[config.mk]
export PLATFORM = sky130hd
export DESIGN_NAME = uart_frame_tx_flat
export DESIGN_NICKNAME = d
export VERILOG_FILES = /design/src/rtl/uart_pkg.sv /design/src/rtl/uart_frame_tx_if.sv /design/src/rtl/uart_baud_tick.sv /design/src/rtl/uart_frame_tx.sv /design/src/flat_wrapper.sv
export SDC_FILE = /design/constraint.sdc
export NUM_CORES = 1
export LEC_CHECK = 0
export BUFFER_PORTS_ARGS = -buffer_cell sky130_fd_sc_hd__buf_2
export CAP_MARGIN = 10
export CORE_ASPECT_RATIO = 0.6
export CORE_MARGIN = 2
export CORE_UTILIZATION = 40
export DETAILED_ROUTE_END_ITERATION = 12
export PLACE_DENSITY = 0.62
export SETUP_SLACK_MARGIN = 0.05
export SYNTH_ARGS = -nofsm -noshare
export SYNTH_HDL_FRONTEND = slang
export SYNTH_SLANG_ARGS = --single-unit
export TNS_END_PERCENT = 50
[constraint.sdc]
create_clock -name clk -period 2.3 [get_ports clk]
set_input_delay 0.69 -clock clk [delete_from_list [all_inputs] [get_ports clk]]
set_output_delay 0.69 -clock clk [all_outputs]
set_load 0.05 [all_outputs]
[src/rtl/uart_pkg.sv]
// Shared encodings and FSM state type for the UART transmit framer.
// Parity codes match the older combinational framer so configuration words carry over unchanged.
package uart_pkg;

    localparam logic [1:0] PAR_NONE  = 2'b00;
    localparam logic [1:0] PAR_ODD   = 2'b01;
    localparam logic [1:0] PAR_EVEN  = 2'b10;
    localparam logic [1:0] PAR_NONE2 = 2'b11;

    localparam int MIN_LEN = 5;

    typedef enum logic [2:0] {
        IDLE   = 3'd0,
        START  = 3'd1,
        DATA   = 3'd2,
        PARITY = 3'd3,
        STOP   = 3'd4
    } state_t;

endpackage

[src/rtl/uart_frame_tx_if.sv]
// Word/config handshake between the TX data source (master) and the framer (slave).
// Valid/ready: a transfer happens on a rising edge where din_valid and din_ready are both high;
// the master holds din and the config stable while din_valid is high, and ready may depend on state only.
interface uart_frame_tx_if #(
    parameter int DATA_MAX = 8,
    parameter int LEN_W    = $clog2(DATA_MAX + 1)
);
    logic [DATA_MAX-1:0] din;
    logic                din_valid;
    logic                din_ready;
    logic [LEN_W-1:0]    data_len;
    logic [1:0]          parity;
    logic                stop2;

    modport master (
        output din, din_valid, data_len, parity, stop2,
        input  din_ready
    );

    modport slave (
        input  din, din_valid, data_len, parity, stop2,
        output din_ready
    );
endinterface

[src/rtl/uart_baud_tick.sv]
// Bit-period timer: counts CLKS_PER_BIT cycles while run is high, tick marks the last cycle.
module uart_baud_tick #(
    parameter int CLKS_PER_BIT = 16
) (
    input  logic clk,
    input  logic rst,
    input  logic run,
    output logic tick
);
    localparam int CW = (CLKS_PER_BIT > 2) ? $clog2(CLKS_PER_BIT) : 1;

    logic [CW-1:0] cnt_q;
    logic [CW-1:0] cnt_d;

    assign tick = run && (cnt_q == CW'(CLKS_PER_BIT - 1));

    always_comb begin
        cnt_d = cnt_q;
        if (!run || tick) begin
            cnt_d = '0;
        end else begin
            cnt_d = cnt_q + CW'(1);
        end
    end

    always_ff @(posedge clk) begin
        if (!rst) begin
            cnt_q <= '0;
        end else begin
            cnt_q <= cnt_d;
        end
    end
endmodule

[src/rtl/uart_frame_tx.sv]
// UART transmit framer: latches one word plus frame config per handshake and serialises
// start, 5..DATA_MAX data bits LSB first, optional parity and 1 or 2 stop bits.
module uart_frame_tx
    import uart_pkg::*;
#(
    parameter int DATA_MAX     = 8,
    parameter int CLKS_PER_BIT = 16,
    parameter int LEN_W        = $clog2(DATA_MAX + 1)
) (
    input  logic             clk,
    input  logic             rst,
    input  logic             tx,
    uart_frame_tx_if.slave   bus,
    output logic             tx_out,
    output logic             busy,
    output logic             parity_bit,
    output state_t           state_o
);
    state_t              state_q, state_d;
    logic [DATA_MAX-1:0] shift_q, shift_d;
    logic [LEN_W-1:0]    len_q, len_d;
    logic [LEN_W-1:0]    bit_cnt_q, bit_cnt_d;
    logic [1:0]          par_mode_q, par_mode_d;
    logic                stop2_q, stop2_d;
    logic                parity_bit_q, parity_bit_d;
    logic                tx_out_q, tx_out_d;
    logic [LEN_W-1:0]    len_clamped;
    logic                data_xor;
    logic                par_calc;
    logic                par_en;
    logic                accept;
    logic                tick;

    uart_baud_tick #(.CLKS_PER_BIT(CLKS_PER_BIT)) u_baud (
        .clk  (clk),
        .rst  (rst),
        .run  (state_q != IDLE),
        .tick (tick)
    );

    assign accept = bus.din_valid & bus.din_ready;
    assign par_en = (par_mode_q == PAR_ODD) || (par_mode_q == PAR_EVEN);

    always_comb begin
        len_clamped = bus.data_len;
        if (bus.data_len < LEN_W'(MIN_LEN)) begin
            len_clamped = LEN_W'(MIN_LEN);
        end else if (bus.data_len > LEN_W'(DATA_MAX)) begin
            len_clamped = LEN_W'(DATA_MAX);
        end
    end

    // Parity covers only the bits that will actually be sent.
    always_comb begin
        data_xor = 1'b0;
        for (int i = 0; i < DATA_MAX; i++) begin
            if (LEN_W'(i) < len_clamped) begin
                data_xor = data_xor ^ bus.din[i];
            end
        end
        case (bus.parity)
            PAR_ODD:  par_calc = ~data_xor;
            PAR_EVEN: par_calc = data_xor;
            default:  par_calc = 1'b0;
        endcase
    end

    always_comb begin
        state_d = state_q;
        if (!tx) begin
            state_d = IDLE;
        end else begin
            case (state_q)
                IDLE:   if (accept) state_d = START;
                START:  if (tick) state_d = DATA;
                DATA:   if (tick && bit_cnt_q == len_q - LEN_W'(1)) state_d = par_en ? PARITY : STOP;
                PARITY: if (tick) state_d = STOP;
                STOP:   if (tick && bit_cnt_q == LEN_W'(stop2_q)) state_d = IDLE;
                default: state_d = IDLE;
            endcase
        end
    end

    always_comb begin
        shift_d      = shift_q;
        len_d        = len_q;
        par_mode_d   = par_mode_q;
        stop2_d      = stop2_q;
        parity_bit_d = parity_bit_q;
        bit_cnt_d    = bit_cnt_q;
        if (accept) begin
            shift_d      = bus.din;
            len_d        = len_clamped;
            par_mode_d   = bus.parity;
            stop2_d      = bus.stop2;
            parity_bit_d = par_calc;
        end else if (state_q == DATA && tick) begin
            shift_d = shift_q >> 1;
        end
        if (state_d != state_q) begin
            bit_cnt_d = '0;
        end else if (tick && (state_q == DATA || state_q == STOP)) begin
            bit_cnt_d = bit_cnt_q + LEN_W'(1);
        end
    end

    // tx_out is computed from the next state so the registered line changes with the state.
    always_comb begin
        busy          = (state_q != IDLE);
        bus.din_ready = (state_q == IDLE) & tx & rst;
        case (state_d)
            START:   tx_out_d = 1'b0;
            DATA:    tx_out_d = shift_d[0];
            PARITY:  tx_out_d = parity_bit_q;
            default: tx_out_d = 1'b1;
        endcase
    end

    always_ff @(posedge clk) begin
        if (!rst) begin
            state_q      <= IDLE;
            shift_q      <= '0;
            len_q        <= '0;
            bit_cnt_q    <= '0;
            par_mode_q   <= PAR_NONE;
            stop2_q      <= 1'b0;
            parity_bit_q <= 1'b0;
            tx_out_q     <= 1'b1;
        end else begin
            state_q      <= state_d;
            shift_q      <= shift_d;
            len_q        <= len_d;
            bit_cnt_q    <= bit_cnt_d;
            par_mode_q   <= par_mode_d;
            stop2_q      <= stop2_d;
            parity_bit_q <= parity_bit_d;
            tx_out_q     <= tx_out_d;
        end
    end

    assign tx_out     = tx_out_q;
    assign parity_bit = parity_bit_q;
    assign state_o    = state_q;
endmodule

[src/flat_wrapper.sv]
// flat-port wrapper written by rule: the top's interface ports become plain ports
module uart_frame_tx_flat import uart_pkg::*;
#(
    parameter int DATA_MAX     = 8,
    parameter int CLKS_PER_BIT = 16,
    parameter int LEN_W        = $clog2(DATA_MAX + 1)
)
  (clk, rst, tx, tx_out, busy, parity_bit, state_o, bus_din, bus_din_valid, bus_data_len, bus_parity, bus_stop2, bus_din_ready);
  uart_frame_tx_if #(.DATA_MAX(DATA_MAX), .LEN_W(LEN_W)) bus_i ();
  input  logic clk;
  input  logic rst;
  input  logic tx;
  output logic tx_out;
  output logic busy;
  output logic parity_bit;
  output state_t state_o;
  input wire logic [$bits(bus_i.din)-1:0] bus_din;
  input wire logic [$bits(bus_i.din_valid)-1:0] bus_din_valid;
  input wire logic [$bits(bus_i.data_len)-1:0] bus_data_len;
  input wire logic [$bits(bus_i.parity)-1:0] bus_parity;
  input wire logic [$bits(bus_i.stop2)-1:0] bus_stop2;
  output wire logic [$bits(bus_i.din_ready)-1:0] bus_din_ready;
  assign bus_i.din = bus_din;
  assign bus_i.din_valid = bus_din_valid;
  assign bus_i.data_len = bus_data_len;
  assign bus_i.parity = bus_parity;
  assign bus_i.stop2 = bus_stop2;
  assign bus_din_ready = bus_i.din_ready;
  uart_frame_tx #(.DATA_MAX(DATA_MAX), .CLKS_PER_BIT(CLKS_PER_BIT), .LEN_W(LEN_W)) u_core (.clk(clk), .rst(rst), .tx(tx), .bus(bus_i), .tx_out(tx_out), .busy(busy), .parity_bit(parity_bit), .state_o(state_o));
endmodule
Word-level counts from Yosys, hierarchy flattened
Index checks and enable logic that the tools add are counted.

Bits in registers: 28. Input bits: 19. Output and inout port bits: 7. Word-level logic and storage cells: 86.

Add/subtract/negate cells: 3. $lt $le $gt $ge: 10. Equality and inequality tests: 15. Muxes and demuxes: 22. Bitwise gates (word level): 12. Reduce and logical (&&, ||, !) cells: 14.

Operators by type and width (count): 3-bit two-way mux (7); 3-bit by 4-bit < comparator with 1-bit output, first input constant (4); 8-bit two-way mux (2); 3-bit case mux with 5 select lines (1); 3-bit by 2-bit == test with 1-bit output, second input constant (4); 4-bit by 1-bit adder with 4-bit output, second input constant (2); 1-bit by 4-bit < comparator with 1-bit output, first input constant (2); 2-bit by 4-bit < comparator with 1-bit output, first input constant (2); 1-bit two-way mux (8); 4-bit two-way mux (2); 1-bit bitwise XOR (7); 3-bit by 1-bit == test with 1-bit output, second input constant (2); 1-bit logical AND (5); 2-bit by 1-bit == test with 1-bit output, second input constant (2); 2-bit == test, second input constant (2); 4-bit by 1-bit == test with 1-bit output (1); 4-bit == test (1); 4-bit == test, second input constant (1); 4-bit greater-than comparator, second input constant (1); 4-bit by 3-bit < comparator with 1-bit output, second input constant (1); 2-bit OR reduction (2); 4-bit by 1-bit subtractor with 4-bit output, second input constant (1); 1-bit bitwise AND (3); 3-bit == test, second input constant (1); 9 further kinds (12).

Longest topological paths before layout
Gate-level depths: netlist (run 1).

Depth after elaboration: 21. Gate-level depth with buffers: 7. Depth with buffers taken out: 7.

Modules after synthesis
Synthesis (run 1) repeated with hierarchy kept, for this count alone.

Cell total of the unflattened synthesis: 184. Area total of the unflattened synthesis: 1586.5 µm².

Modules (own cells, without submodules): uart_frame_tx (instances 1, cells each 167, area each 1430.1 µm², seq. area each 480.5 µm²); uart_baud_tick (instances 1, cells each 17, area each 156.4 µm², seq. area each 80.1 µm²).

Worst setup path before layout (run 1)
No wires, ideal clock.

Path kind: register to output. Start point: reg u_core.state_q[1] (netlist: u_core.state_o[1]). End point: out bus_din_ready. Arrival time: 2099 ps. Required time: 1610 ps. Slack: -489 ps. Stages on the path, launching flop included: 5. Buffers on the path: 2. Cells stage by stage: dfxtp_1 -> buf_2 -> or3_1 -> clkbuf_1 -> nor2_1.

Longest elaborated chain between the ends: 3.

RTL lines: start, declared (line uart_frame_tx.sv:19) `state_t state_q, state_d;`; start signal, assigned (line uart_frame_tx.sv:130) `state_q <= state_d;`; 3-bit logical NOT (line uart_frame_tx.sv:110) `bus.din_ready = (state_q == IDLE) & tx & rst;`; 1-bit bitwise AND (2 in series) (line uart_frame_tx.sv:110); end, declared (line flat_wrapper.sv:22) `output wire logic [$bits(bus_i.din_ready)-1:0] bus_din_ready;`.

No other way between the ends.

Final worst setup path (run 1)
Same ends and word-level chain as after synthesis.

==> results of run 1 <==
-- cells by family after synthesis --
logic type / Yosys count / share of synthesized area (%)
DFF: 28 / 34.6
and+or+nand+nor: 72 / 23.2
AOI/OAI and AO/OA: 36 / 17.3
buffers and inverters: 17 / 5.56
muxes: 8 / 5.25
xor gates and xnor gates: 17 / 11.7
adders and majority gates: 3 / 2.32
-- area by class of cell --
cell class              instances  area, sq um
flip-flops and latches         28          561
clock buffers                   4         55.1
inverters                       7         26.3
multi-input cells             136          981
well taps                      47         58.8
fillers                       351         1920
repair buffers                 30          165
-- worst min-delay path by stage --
stage                     slack (ns)  cells after the start                      to
after global routing            0.49                      2    u_core.par_mode_q[0]
after CTS                       0.46                      1  u_core.u_baud.cnt_q[0]
after detailed placement        0.45                      1  u_core.u_baud.cnt_q[0]
final                           0.46                      1  u_core.u_baud.cnt_q[0]
after floorplan                 0.42                      1  u_core.u_baud.cnt_q[0]
after global placement          0.43                      1  u_core.u_baud.cnt_q[0]
-- sequential cells by signal (all words and copies together), names as in the netlist --
name                 count
u_core.bit_cnt_q         4
u_core.len_q             4
u_core.par_mode_q        2
u_core.parity_bit        1
u_core.shift_q           8
u_core.state_o           3
u_core.stop2_q           1
u_core.tx_out            1
u_core.u_baud.cnt_q      4
-- synth_stat cells --
master / number
dfxtp_1: 28
nand2_1: 21
nor2_1: 14
o21ai_0: 10
nand3_1: 8
xor2_1: 8
inv_1: 7
mux2i_1: 7
o211a_1: 7
xnor2_1: 6
or3_1: 5
clkbuf_1: 4
nor3_1: 4
a21boi_0: 3
a21oi_1: 3
a31oi_1: 3
and3_1: 3
buf_2: 3
buf_6: 3
ha_1: 3
nand4_1: 3
nor2b_1: 3
xnor3_1: 3
and3b_1: 2
o21a_1: 2
o311ai_0: 2
a2111oi_4: 1
a211o_1: 1
a21boi_1: 1
a221oi_1: 1
a41o_1: 1
and2_1: 1
and4_1: 1
mux2_4: 1
nand2b_4: 1
nand3_2: 1
nand3b_1: 1
nor3_2: 1
nor3b_1: 1
nor4_1: 1
o221ai_1: 1
or3b_2: 1
-- where the power goes --
part	total (mW)	switching, mW	internal [mW]
clock	0.305	0.152	0.153
sequential	0.509	0.00971	0.499
combinational	0.142	0.0781	0.0642
-- cell usage in the layout, fill, tap and decap left out, drive strengths merged, types with 7 or more instances in the layout --
cell and count:
o21ai 10, nor2 14, dfxtp 28, inv 7, mux2i 7, nand3 9
xor2 8, o211a 7, nand2 21, buf 29
-- timing repair --
item                                    in CTS  in global routing
hold endpoints to repair                     0                  0
resized for setup                            1                  1
setup buffers                                0                  0
endpoints found under the setup margin       1                  1
hold buffers                                 0                  0
-- routing by layer --
layer / GRT usage (%) / share of wire [%] / routed length (um)
met4: 4.50 / 0 / 0
met1: 22.1 / 50 / 1740
met3: 4.68 / 7.2 / 250
met5: 0 / 0 / 0
met2: 27.6 / 43 / 1500
==> run metrics, run 1 <==
CP peak stage delay=0.45 ns; clk sink count=28; Clock Tree Buf Depth=2; Tmin final=2.18 ns; worst hold start=u_core.u_baud.cnt_q[0]; Final period util=94.6%; Worst R2R Start=u_core.state_o[1]; CP delay by family, top=simple AND/OR/NAND/NOR gates; Final Skew=0.00812 ns; fin. max-slew vios=0; # rows=17; synthesized flop and latch total=28; GRT Residual Overflow=0; Initial Util=43.0%; worst reg2reg path depth=4; CTS tree=built; slew margin rel.=62.8%; Worst Setup EP=bus_din_ready; Post-Syn Area per Cell=8.95 sq um; final instance area=1850 sq um; cell depth of the worst setup path=3; # IOs=26; Min Hold Slack=0.457 ns; Critical path origin=u_core.state_o[1]; DR pass1 iterations=4; DRC=0; Post-DP HPWL=2710 um; pre-CTS WS=0.0352 ns; number of port buffers=25; Hold Vio Cnt, Final=0; H-tree levels=1; drt total wl=3490 um; outcome=finished, final reports clean; GPL Wtd Cong=0.873; CTS root buf=clkbuf_8; routed wire length per instance=13.9 um; DRT iter0 DRCs=56; post-synthesis sequential area ratio=34.6%; core area=3760 sq um; layout cell share with drive strength beyond 1=20.5%; first-pass GRT wire length=5940 um; Worst-Skew Late Latency=0.28 ns; worst path arrival time=1.49 ns; Die W=86.1 um; Final ANT Viol Nets=0; CP Cell Sequence=or3_4, nor2_4, clkbuf_4; ANT cells=0; Fmax=0.459 GHz; placed cell count=248; reg2reg end=u_core.len_q[0]; slowest stage cell on the critical path=dfxtp_1; final core utilization=49.1%; Max FO, Critical Path=10; Area after DPL=1780 sq um; Worst Max-Slew Pin Slew=0.559 ns; Yosys Warn Count=0; Cell Area, Synth=1620 sq um; initial antenna violation count=0; cell taking the most area after synthesis=dfxtp_1; Layout Cells excl Fill=252; Worst IR Drop VDD=0.000252 V; fin nets=228; Reg clk slew, reported paths=0.10 ns; synth-to-layout area growth=14.1%; P_leak=0.891 nW; vias in the first global route=1301; final setup fails=0; required time worst endpoint=1.61 ns; PnR worst setup slack=0.123 ns; WP buf/inv=1; top cell type's share of synthesized area=34.6%; largest net degree at the start of global routing=21; setup TNS=0 ns; synth unique cells=42; Worst Hold Class=reg -> reg; Critical Path Source Type=flip-flop; vias per cell=5.35; CTS buffer count=3; syn nets=203; max_cap viols=0; die area=4590 sq um; Pwr Density=518 nW/um^2; GRT Total Usage=16.9%; Chip Height=53.3 um; Tot Pwr=0.956 mW; setup slack, reg-to-reg=0.30 ns; top post-synthesis cells by area=dfxtp_1, nand2_1, mux2i_1; RSZ-0062 raised after global routing=false; via count=1349; Synth Instances=181; crit end category=output port; CP Class=reg -> out
No activity file was read; power rests on OpenSTA's default activity.
==> run 2: changes to the inputs <==
- BUFFER_PORTS_ARGS: -buffer_cell sky130_fd_sc_hd__buf_2 -> unset
- DONT_BUFFER_PORTS: unset -> 1
- PLACE_DENSITY: 0.62 -> 0.56
==> run metrics, run 2 (same netlist as run 1, synthesis figures left out) <==
outcome=finished, final reports clean; die area=4590 sq um (unchanged); Initial Util=43.0% (unchanged); most common cell after layout, fill and taps aside=dfxtp_1; most frequent cells in the layout=dfxtp_1, nand2_1, nor2_1; first-pass GRT wire length=5870 um (-1.2%); initial antenna violation count=0 (unchanged); P_leak=0.810 nW (-9.1%); GRT Residual Overflow=0 (unchanged); Chip Height=53.3 um (unchanged); crit end category=output port; Fmax=0.467 GHz (+1.7%); synth-to-layout area growth=8.81%; vias in the first global route=1235 (-5.1%); Final Skew=0.00639 ns (-0.00173 ns); Max FO, Critical Path=10 (unchanged); DRT iter0 DRCs=146 (+160%); RSZ-0062 raised after global routing=false; worst hold start=u_core.u_baud.cnt_q[0]; PnR worst setup slack=0.159 ns (+0.0359 ns); worst path arrival time=1.45 ns (-0.04 ns); GRT Total Usage=16.8% (-0.11 points); setup slack, reg-to-reg=0.32 ns (+0.02 ns); fin. max-slew vios=0 (unchanged); H-tree levels=1 (unchanged); CP Class=reg -> out; Final period util=93.1% (-1.6 points); final setup fails=0 (unchanged); Pwr Density=533 nW/um^2 (+3.1%); Worst Max-Slew Pin Slew=0.555 ns (-0.00391 ns); hold depth=1 (unchanged); ANT cells=0 (unchanged); Critical Path Source Type=flip-flop; routed wire length per instance=15.5 um (+12%); Min Hold Slack=0.458 ns (+0.000580 ns); layout cell share with drive strength beyond 1=11.4% (-9.1 points); slew margin rel.=63.0% (+0.21 points); Critical path origin=u_core.state_o[0]; required time worst endpoint=1.61 ns (about the same); slowest stage cell on the critical path=or3_4; clk sink count=28 (unchanged); setup repair bufs after CTS=0 (unchanged); Worst IR Drop VDD=0.000356 V (+41%); via count=1299 (-3.7%); Die W=86.1 um (unchanged); CP peak stage delay=0.46 ns (about the same); # IOs=26 (unchanged); placed cell count=227 (-8.5%); Clock Tree Buf Depth=2 (unchanged); vias per cell=5.62 (+5.0%); CTS root buf=clkbuf_8; fin nets=207 (-9.2%); WP buf/inv=1 (unchanged); pre-CTS WS=0.126 ns (+0.0906 ns); register with the most flip-flops=u_core.shift_q; max reg flops=8 (unchanged); final core utilization=46.8% (-2.3 points); Tmin final=2.14 ns (-0.0359 ns); WHS Endpoint=u_core.u_baud.cnt_q[0]; drt total wl=3590 um (+2.6%); # rows=17 (unchanged); Area after DPL=1700 sq um (-4.6%); Tot Pwr=0.940 mW (-1.7%); Worst R2R Start=u_core.len_q[0]; CP delay by family, top=simple AND/OR/NAND/NOR gates; CTS buffer count=3 (unchanged); CP Cell Sequence=or3_4, nor2_4, buf_12; CTS tree=built; setup TNS=0 ns (unchanged); reg2reg end=u_core.bit_cnt_q[0]; max_cap viols=0 (unchanged); DR pass1 iterations=4 (unchanged); Reg clk slew, reported paths=0.10 ns (about the same); core area=3760 sq um (unchanged); Worst Hold Class=reg -> reg; largest net degree at the start of global routing=22 (+4.8%); number of port buffers=0 (-100%); DRC=0 (unchanged); GPL Wtd Cong=0.852 (-2.5%); final instance area=1760 sq um (-4.6%); Final ANT Viol Nets=0 (unchanged); Worst-Skew Late Latency=0.28 ns (about the same); Layout Cells excl Fill=231 (-8.3%); Post-DP HPWL=2650 um (-2.0%); Hold Vio Cnt, Final=0 (unchanged); worst reg2reg path depth=7 (+3)
[run 2: cell types whose count changed in the layout (fill, tap and decap cells not counted), sizes merged]
cell	delta
buf	-20
clkbuf	-1
[run 2: power by group]
part           total [mW]  switching [mW]  internal [mW]
Combinational       0.114          0.0590         0.0550
Sequential          0.513          0.0143          0.499
Clock               0.313           0.159          0.154
[run 2: cell type report]
type                    instances  area (sq um)
fillers                       352          2000
multi-input cells             136           981
flip-flops and latches         28           561
repair buffers                  9          80.1
well taps                      47          58.8
clock buffers                   4          55.1
inverters                       7          26.3
[run 2: worst max path at each step]
| stage | to | slack (ns) | cells after the start |
|---|---|---|---|
| 2_1_floorplan | bus_din_ready | -0.02 | 4 |
| 3_3_place_gp | u_core.len_q[0] | 0.16 | 4 |
| 3_5_place_dp | u_core.parity_bit | 0.13 | 5 |
| 4_1_cts | bus_din_ready | 0.06 | 3 |
| 5_1_grt | bus_din_ready | 0.12 | 3 |
| 6_report | bus_din_ready | 0.16 | 3 |
[run 2: layer usage]
metal / share of wire, % / wire length (um) / global-route usage (%) / up-vias
met2: 42 / 1520 / 25.5 / 47
met4: 0.39 / 14 / 3.17 / 0
met5: 0 / 0 / 0 / -
li1: - / - / - / 647
met1: 49 / 1770 / 23.4 / 603
met3: 7.9 / 282 / 5.46 / 2
[run 2: what timing repair did]
action                     4_1_cts  5_1_grt
gates resized for setup          0        1
setup endpoints to repair        0        1
hold buffers                     0        0
==> run 3: changes to the inputs <==
- HOLD_SLACK_MARGIN: unset -> 0.05
- clock period: 2.3 -> 2 ns (I/O delays scaled with it)
==> run metrics, run 3 (same netlist as run 1, synthesis figures left out) <==
outcome=finished, final reports clean; Metal-1 WL=1810 um (+2.7%); CP peak stage delay=0.41 ns (-0.05 ns); PnR worst setup slack=0.0729 ns (-0.0862 ns); CP delay by family, top=simple AND/OR/NAND/NOR gates; Die W=86.1 um (unchanged); GPL Wtd Cong=0.836 (-1.9%); number of port buffers=0 (unchanged); initial antenna violation count=0 (unchanged); max_cap viols=0 (unchanged); Final ANT Viol Nets=0 (unchanged); Worst-Skew Late Latency=0.27 ns (about the same); most common cell after layout, fill and taps aside=dfxtp_1; first-pass GRT wire length=5700 um (-2.9%); largest net degree at the start of global routing=22 (unchanged); vias in the first global route=1206 (-2.3%); CTS tree=built; die area=4590 sq um (unchanged); RSZ-0062 raised after global routing=true; setup TNS=0 ns (unchanged); final core utilization=48.1% (+1.3 points); Tot Pwr=1.03 mW (+9.7%); Clock Tree Buf Depth=2 (unchanged); clk sink count=28 (unchanged); ANT cells=0 (unchanged); vias per cell=5.54 (-1.5%); WP buf/inv=1 (unchanged); Reg power frac=57.1% (+2.5 points); fin nets=210 (+1.4%); pre-CTS WS=-0.0221 ns (-0.148 ns); metal3 WL=205 um (-27%); Final Skew=0.00773 ns (+0.00134 ns); layout cell share with drive strength beyond 1=16.0% (+4.6 points); Internal=0.780 mW (+10%); core area=3760 sq um (unchanged); worst path arrival time=1.33 ns (-0.12 ns); CP Cell Sequence=or3_4, nor2_4, buf_12; Worst IR Drop VDD=0.000293 V (-18%); Chip Height=53.3 um (unchanged); metal2 WL=1490 um (-2.1%); DR pass1 iterations=4 (unchanged); Fmax=0.519 GHz; max reg flops=8 (unchanged); crit end category=output port; switching pwr=0.251 mW (+8.1%); final setup fails=0 (unchanged); slew margin rel.=63.0% (+0.073 points); Top Layer Used=met4; Critical Path Source Type=flip-flop; DRC=0 (unchanged); P_leak=0.818 nW (+0.90%); clock share of power=30.3% (-3.0 points); # IOs=26 (unchanged); drt total wl=3520 um (-1.8%); CTS root buf=clkbuf_8; CTS Hold Bufs=0 (unchanged); Reg clk slew, reported paths=0.09 ns (about the same); Fill cells=370 (+5.1%); Worst Max-Slew Pin Slew=0.554 ns (-0.00110 ns); synth-to-layout area growth=11.7%; Area after DPL=1740 sq um (+2.3%); DRT iter0 DRCs=87 (-40%); Worst Hold Class=in -> reg; final instance area=1810 sq um (+2.7%); fin. max-slew vios=0 (unchanged); Comb power frac=12.7% (+0.6 points); Final period util=96.4%; most frequent cells in the layout=dfxtp_1, nand2_1, nor2_1; CP Class=reg -> out; routed wire length per instance=15.1 um (-3.0%); register with the most flip-flops=u_core.shift_q; # rows=17 (unchanged); switch share=24.4% (-0.36 points); Min Hold Slack=0.440 ns (-0.0175 ns); GRT Residual Overflow=0 (unchanged); Layout Cells excl Fill=234 (+1.3%); slowest stage cell on the critical path=or3_4; Initial Util=43.0% (unchanged); GRT Total Usage=16.5% (-0.29 points); required time worst endpoint=1.40 ns (-0.21 ns); Max FO, Critical Path=10 (unchanged); placed cell count=229 (+0.88%); Pwr Density=570 nW/um^2 (+6.8%); CTS buffer count=3 (unchanged); Post-DP HPWL=2700 um (+1.9%); Tmin final=1.93 ns; H-tree levels=1 (unchanged); Hold Vio Cnt, Final=0 (unchanged); via count=1296 (-0.23%)
==> run 3: changes by cell type in the layout (fill, tap and decap cells not counted), sizes merged <==
cell | before | now
buf | 9 | 12
==> run 3: power groups by stage <==
| stage | sequential (mW) | clock, mW | combinational [mW] |
|---|---|---|---|
| after floorplan | 0.599 | 0 | 0.110 |
| after global placement | 0.600 | 0 | 0.124 |
| after global routing | 0.590 | 0.355 | 0.145 |
| after detailed placement | 0.601 | 0 | 0.128 |
| final | 0.588 | 0.312 | 0.131 |
| after CTS | 0.588 | 0.331 | 0.131 |
==> run 3: layout make-up <==
type                            instances  area [sq um]  area share (%)
Inverter                                7          26.3            1.45
Multi-Input combinational cell        136          1010            55.7
Timing Repair Buffer                   12           103            5.67
Tap cell                               47          58.8            3.25
Sequential cell                        28           569            31.5
Clock buffer                            4          45.0            2.49
==> run 3: metal layers <==
metal / GRT usage, % / vias up
li1: - / 657
met1: 22.4 / 607
met2: 26.0 / 30
met3: 4.52 / 2
met4: 3.97 / 0
met5: 0 / -
==> run 3: final timing paths <==
path	from	to	slack (ns)	depth (start not counted)
setup / recovery	u_core.state_o[0]	bus_din_ready	0.07	3
hold / removal	bus_stop2	u_core.stop2_q	0.44	2
setup reg to reg	u_core.u_baud.cnt_q[0]	u_core.tx_out	0.10	6
hold reg to reg	u_core.u_baud.cnt_q[0]	u_core.u_baud.cnt_q[0]	0.46	1
==> run 3: timing repair <==
item | in CTS | in global routing
pin swaps | 1 | 0
endpoints found under the hold margin | 0 | 0
buffers inserted | 1 | 0
gates resized for setup | 1 | 2
endpoints found under the setup margin | 2 | 6
